==> src/rtl/mem_arbiter.sv <==
// -----------------------------------------------------------------------------
// mem_arbiter
//   Two-requester round-robin arbiter in front of a single-port memory with a
//   combinational read path. One transaction is in flight at a time and walks
//   IDLE -> ACCESS -> RESP, so the memory sees at most one access per 3 cycles.
//
// Ports
//   clk, reset                 sole clock, synchronous active-high reset
//   m<n>_req / m<n>_wr         request and direction (1 = store, 0 = load)
//   m<n>_addr / m<n>_wdata     word address and store data
//   m<n>_storeType/loadType    access-size codes, passed through to memory
//   m<n>_gnt                   request accepted this cycle (IDLE only)
//   m<n>_rvalid / m<n>_rdata   one-cycle response strobe, last load result
//   mem_*                      memory-side command, mem_rdata read back
//   busy                       transaction in flight
// -----------------------------------------------------------------------------
module mem_arbiter #(
  parameter int ADDR_W = 8,
  parameter int DATA_W = 32
) (
  input  logic              clk,
  input  logic              reset,
  input  logic              m0_req,
  input  logic              m0_wr,
  input  logic [ADDR_W-1:0] m0_addr,
  input  logic [DATA_W-1:0] m0_wdata,
  input  logic [1:0]        m0_storeType,
  input  logic [2:0]        m0_loadType,
  input  logic              m1_req,
  input  logic              m1_wr,
  input  logic [ADDR_W-1:0] m1_addr,
  input  logic [DATA_W-1:0] m1_wdata,
  input  logic [1:0]        m1_storeType,
  input  logic [2:0]        m1_loadType,
  output logic              m0_gnt,
  output logic              m0_rvalid,
  output logic [DATA_W-1:0] m0_rdata,
  output logic              m1_gnt,
  output logic              m1_rvalid,
  output logic [DATA_W-1:0] m1_rdata,
  output logic              mem_ce,
  output logic              mem_wr_en,
  output logic [ADDR_W-1:0] mem_addr,
  output logic [DATA_W-1:0] mem_wdata,
  output logic [1:0]        mem_storeType,
  output logic [2:0]        mem_loadType,
  input  logic [DATA_W-1:0] mem_rdata,
  output logic              busy
);

  typedef enum logic [1:0] {
    IDLE   = 2'd0,
    ACCESS = 2'd1,
    RESP   = 2'd2
  } state_t;

  state_t r_state;
  state_t w_next;

  logic              r_prio;
  logic              r_id;
  logic              r_wr;
  logic [ADDR_W-1:0] r_addr;
  logic [DATA_W-1:0] r_wdata;
  logic [1:0]        r_storeType;
  logic [2:0]        r_loadType;
  logic [DATA_W-1:0] r_rdata0;
  logic [DATA_W-1:0] r_rdata1;

  logic w_winner;
  logic w_grant;

  // Arbitration: a lone requester wins; on a tie the priority pointer decides.
  // With only m1 requesting, m1_req selects it; with only m0, it selects 0.
  always_comb begin
    w_winner = (m0_req && m1_req) ? r_prio : m1_req;
    w_grant  = (r_state == IDLE) && (m0_req || m1_req) && !reset;
  end

  // State register
  always_ff @(posedge clk) begin
    if (reset) r_state <= IDLE;
    else       r_state <= w_next;
  end

  // Next-state logic
  always_comb begin
    w_next = r_state;
    case (r_state)
      IDLE:    if (w_grant) w_next = ACCESS;
      ACCESS:  w_next = RESP;
      RESP:    w_next = IDLE;
      default: w_next = IDLE;
    endcase
  end

  // Request register, priority pointer and per-requester read-data registers
  always_ff @(posedge clk) begin
    if (reset) begin
      r_prio      <= 1'b0;
      r_id        <= 1'b0;
      r_wr        <= 1'b0;
      r_addr      <= '0;
      r_wdata     <= '0;
      r_storeType <= '0;
      r_loadType  <= '0;
      r_rdata0    <= '0;
      r_rdata1    <= '0;
    end else begin
      if (w_grant) begin
        r_prio      <= ~w_winner;
        r_id        <= w_winner;
        r_wr        <= w_winner ? m1_wr        : m0_wr;
        r_addr      <= w_winner ? m1_addr      : m0_addr;
        r_wdata     <= w_winner ? m1_wdata     : m0_wdata;
        r_storeType <= w_winner ? m1_storeType : m0_storeType;
        r_loadType  <= w_winner ? m1_loadType  : m0_loadType;
      end
      // Loads capture the combinational memory read as ACCESS closes;
      // stores leave the requester's last load result untouched.
      if (r_state == ACCESS && !r_wr) begin
        if (r_id) r_rdata1 <= mem_rdata;
        else      r_rdata0 <= mem_rdata;
      end
    end
  end

  // Outputs: everything is forced low while reset is high, which also keeps a
  // store caught mid-ACCESS from committing at the reset edge.
  always_comb begin
    m0_gnt        = w_grant && !w_winner;
    m1_gnt        = w_grant &&  w_winner;
    mem_ce        = (r_state == ACCESS) && !reset;
    mem_wr_en     = (r_state == ACCESS) && !reset && r_wr;
    mem_addr      = reset ? '0 : r_addr;
    mem_wdata     = reset ? '0 : r_wdata;
    mem_storeType = reset ? '0 : r_storeType;
    mem_loadType  = reset ? '0 : r_loadType;
    m0_rvalid     = (r_state == RESP) && !reset && !r_id;
    m1_rvalid     = (r_state == RESP) && !reset &&  r_id;
    m0_rdata      = reset ? '0 : r_rdata0;
    m1_rdata      = reset ? '0 : r_rdata1;
    busy          = (r_state != IDLE) && !reset;
  end

endmodule

==> config.mk <==
export PLATFORM = sky130hd
export DESIGN_NAME = mem_arbiter
export DESIGN_NICKNAME = d
export VERILOG_FILES = /design/src/rtl/mem_arbiter.sv
export SDC_FILE = /design/constraint.sdc
export NUM_CORES = 1
export LEC_CHECK = 0
export ABC_AREA = 0
export CORE_MARGIN = 2
export CORE_UTILIZATION = 35
export CTS_CLUSTER_DIAMETER = 200
export DETAILED_ROUTE_END_ITERATION = 8
export GPL_TIMING_DRIVEN = 1
export PLACE_DENSITY = 0.7
export SYNTH_ARGS = -nofsm -noshare
export SYNTH_HDL_FRONTEND = slang
export SYNTH_SLANG_ARGS = --single-unit
==> constraint.sdc <==
create_clock -name clk -period 1.5 [get_ports clk]
set_input_delay 0.3 -clock clk [delete_from_list [all_inputs] [get_ports clk]]
set_output_delay 0.3 -clock clk [all_outputs]
set_load 0.005 [all_outputs]
==> results.md <==
Status:
- The run finished, with violations left.
- The checks that failed: negative setup slack.

Power and ir drop:
- The switching component of the power is between 2000 and 2500 uW.
- The internal portion of the total power is between 7000 and 8000 uW.
- The share of power burned in combinational logic is 0.191.
- The share of total power dissipated in the clock network is 0.452.
- The part of the power in registers is 0.357.
- The areal power density over the cells is approximately 990 nW/um^2.
- The total leakage power is 0.00409 uW.
- The design draws 9330 uW.
- Across the VDD grid, the largest voltage drop is approximately 690 uV.
- Of the total power, the share spent switching nets is 0.241.

Synthesis:
- The cell taking the most area after synthesis is dfxtp_1.
- After synthesis, the netlist uses 29 different library cells.
- The number of warnings reported in the yosys synthesis log is 0.
- Synthesis produced a netlist whose cell count is about 680.
- The number of synthesized register bits is ~110.
- nand2_1 is the most common cell in the netlist.
- Yosys attributes the largest share of cell area to dfxtp_1 (44%), nor2b_1 (13%), nand2_1 (12%).
- The number of nets in the synthesized netlist is 803.
- Yosys mapped a number of flops with a built-in enable equal to 0.
- For this run, asynchronously set or reset flops after synthesis account for 0.
- Summing every instance area after synthesis gives around 5200 sq um.
- Of the synthesized area, sequential elements account for 0.441.
- The post-synthesis average cell area is about 7.7 sq um.
- By count the netlist is led by nand2_1 (168), dfxtp_1 (114), nor2b_1 (109).
- Of the post-synthesis cell area, the dominant cell type holds 0.441.
- The most frequently used flop master after synthesis is dfxtp_1.

Worst hold path:
- The worst hold path belongs to the class in2reg.
- The startpoint identified for the worst hold timing path is reset.

Place:
- The number of buffers inserted by port buffering is between 200 and 250.
- After legalization and detailed placement, the total HPWL measured ~11 mm.
- The pre-CTS worst setup slack is -634 ps.
- Summing all placed instances gives a cell area of between 8000 and 9000 sq um.
- Routability-driven placement finished with a final weighted congestion of 0.775.

Worst setup path:
- The count of buffer and inverter cells on the critical path is 3.
- STA classifies the critical path startpoint as an input port.
- The timing startpoint of the critical path is m0_req.
- At the worst endpoint, the arrival time is 1430 ps.
- The startpoint of the most critical register-to-register path is r_state[1].
- The highest cell delay on the worst timing path is ~410 ps.
- The maximum fanout count along the critical path is 3.
- The kind of end point of the critical path is an output pin.
- Data on the critical path is required at its endpoint by 1200 ps.
- Walking the worst path, the cells encountered are clkdlybuf4s50_1, or2_1, nand3b_1, buf_4, nor2_4, buf_2.
- The standard cell with the maximum stage delay on the critical path is clkdlybuf4s50_1.
- The worst setup path is of the in2out kind.
- The cell type group with the largest total delay on the critical path is buffers and inverters.

STA:
- The final-report max-slew violation count was 0.
- The final critical-path share of the clock period is 1.15.
- The worst pin sits at a relative slew slack of 0.782.
- After layout, the minimum clock period comes to between 1500 and 2000 ps.
- For the pin with the worst max-slew slack, the measured transition is roughly 330 ps.
- Setup repair after global routing could not meet its margin everywhere.
- The clock arrives with between 10 and 15 ps of skew.
- Setup slack on the critical path of the routed design comes to -226 ps.
- On the final layout, the worst hold slack is around 380 ps.
- The highest attainable clock frequency is between 500 and 600 MHz.
- The number of hold violations in the final report is 0.
- Setup violations remaining at the end of the flow were counted as roughly 100.

Finish:
- Compared with the post-synthesis result, the final layout area differs by 81.6%.
- Of the cells placed in the final design, the portion with a size suffix greater than 1 is 0.233.
- The antenna diode count is 0.
- The net total in the final layout is between 1,000 and 1,500.
- At the end of the flow the core is filled with cells to 0.649.
- Once layout is done, the placed cells without fillers occupy around 9400 sq um.

CTS:
- The tree is rooted in a clkbuf_16.
- The clock tree synthesis step divided the H-tree into 4 levels.
- Clock tree synthesis found a total of roughly 110 sinks.
- The TritonCTS clock tree is built.
- After clock tree synthesis, the clock-pin slew on the worst setup and hold paths is approximately 50 ps.
- The number of buffers added by the clock tree synthesis step is 17.
- The clock latency on the worst-skew pair is 410 ps.
- The buffer depth of the longest clock path is 2.

Die:
- Measured along the y axis, the die boundary spans around 130 um.
- The die width is between 100 and 150 um.
- For this configuration, the core starts out at a cell density of 0.357.
- The area of the placeable core is 14,500 sq um.
- The number of cell rows is 44.
- Pin placement for this block handled around 240 I/O pins.
- The die covers 15,800 sq um.

Job:
- Max-cap violations in this run came to 0.

Global routing:
- The largest net degree at the start of global routing is just under 70.
- The global-route wire length before repair is 27.6 mm.
- The overall routing resource usage is 0.221.
- The via count of the first global-routing pass is around 5,400.
- The initial antenna violation count is 0.
- The total overflow left after global routing is 0.

Routing:
- The detail-routed via count per cell is 4.77.
- The first detailed-routing pass ran for 4 iterations.
- For this block, the via count after detailed routing is between 5,000 and 6,000.
- In this run the remaining antenna-violating nets after routing total 0.
- After detailed routing, the number of remaining DRC violations is 0.
- The post-detailed-routing wire length is about 18 mm.
- The detailed router finished its first iteration with 267 violations.
- The post-detailed-route wirelength per cell is around 15 um.
==> layer usage <==
layer,wire length (um),global-route usage,vias up,part of all wire
met5,0,0,-,0
met4,211,0.0660,0,0.012
met3,1470,0.0860,16,0.083
met2,8680,0.382,195,0.49
met1,7330,0.253,2504,0.41
li1,-,-,2782,-
==> path summary, 6_finish.rpt <==
kind	endpoint	slack (ps)	cells after the start
min reg2reg	r_wdata[8]	440	2
min	r_rdata0[3]	380	3
max	m0_gnt	-230	6
max reg2reg	r_rdata0[20]	-180	10
==> area by class of cell <==
| cell class | instances | area (sq um) |
|---|---|---|
| fillers | 1271 | 5090 |
| repair buffers | 319 | 3240 |
| multi-input cells | 503 | 2970 |
| flip-flops and latches | 114 | 2300 |
| clock buffers | 22 | 464 |
| well taps | 184 | 230 |
| clock inverters | 9 | 155 |
| inverters | 1 | 20.0 |
| repair inverters | 1 | 16.3 |
==> power groups by stage <==
| stage | logic, uW | registers, uW | clock network [uW] |
|---|---|---|---|
| 2_1_floorplan | 712 | 3360 | 0 |
| 3_3_place_gp | 1550 | 3370 | 0 |
| 3_5_place_dp | 1560 | 3380 | 0 |
| 4_1_cts | 1710 | 3320 | 4310 |
| 5_1_grt | 1940 | 3350 | 4450 |
| 6_report | 1790 | 3330 | 4220 |
==> cell families after synthesis <==
| logic type | Yosys count | share of synthesized area |
|---|---|---|
| AO/OA/AOI/OAI | 152 | 0.170 |
| buffers and inverters | 58 | 0.0607 |
| AND/OR/NAND/NOR | 347 | 0.321 |
| flip-flops | 114 | 0.441 |
| multiplexers | 4 | 0.00774 |
==> timing repair <==
item                       in CTS  in global routing
gates resized for setup       244                 55
cloned                          9                  1
setup endpoints to repair     220                134
hold buffers                    0                  0
buffers inserted               17                  2
pin swaps                      45                 12
==> layout by cell type, fill, tap and decap left out, types with 13 or more instances in the layout <==
master	netlist	layout
nor2_1	48	44
dfxtp_1	114	103
nor2b_1	109	90
clkbuf_16	0	18
a211oi_1	37	32
a21oi_2	0	29
buf_6	7	16
buf_4	4	40
a21oi_1	104	75
dlygate4sd2_1	0	101
nand2_4	0	13
nor2b_2	0	16
nand2_1	168	144
buf_12	0	13
clkdlybuf4s50_1	0	126
nand2_2	10	21
==> through the flow <==
stage	setup TNS [ps]	cells
finish	-12320	1153
floorplan	0	675
global placement	-42460	1096
detailed placement	-43560	1096
global route	-19670	1153
CTS	-8090	1150
==> state kept, by name, summed over array words and instances (netlist names) <==
signal / cells
r_loadType: 3
r_storeType: 2
r_id: 1
r_wr: 1
r_rdata1: 32
r_wdata: 32
r_state: 2
r_rdata0: 32
r_addr: 8
r_prio: 1
==> worst reg2reg max path, cell delays in order (launching register included) <==
cell	delay (ps)
dfxtp_2	330
buf_6	110
nand2b_4	150
buf_6	120
buf_6	110
buf_6	110
nor3_4	170
buf_6	180
buf_16	140
nand2_1	80
a21oi_2	130
(Power assumes the default switching activity.)
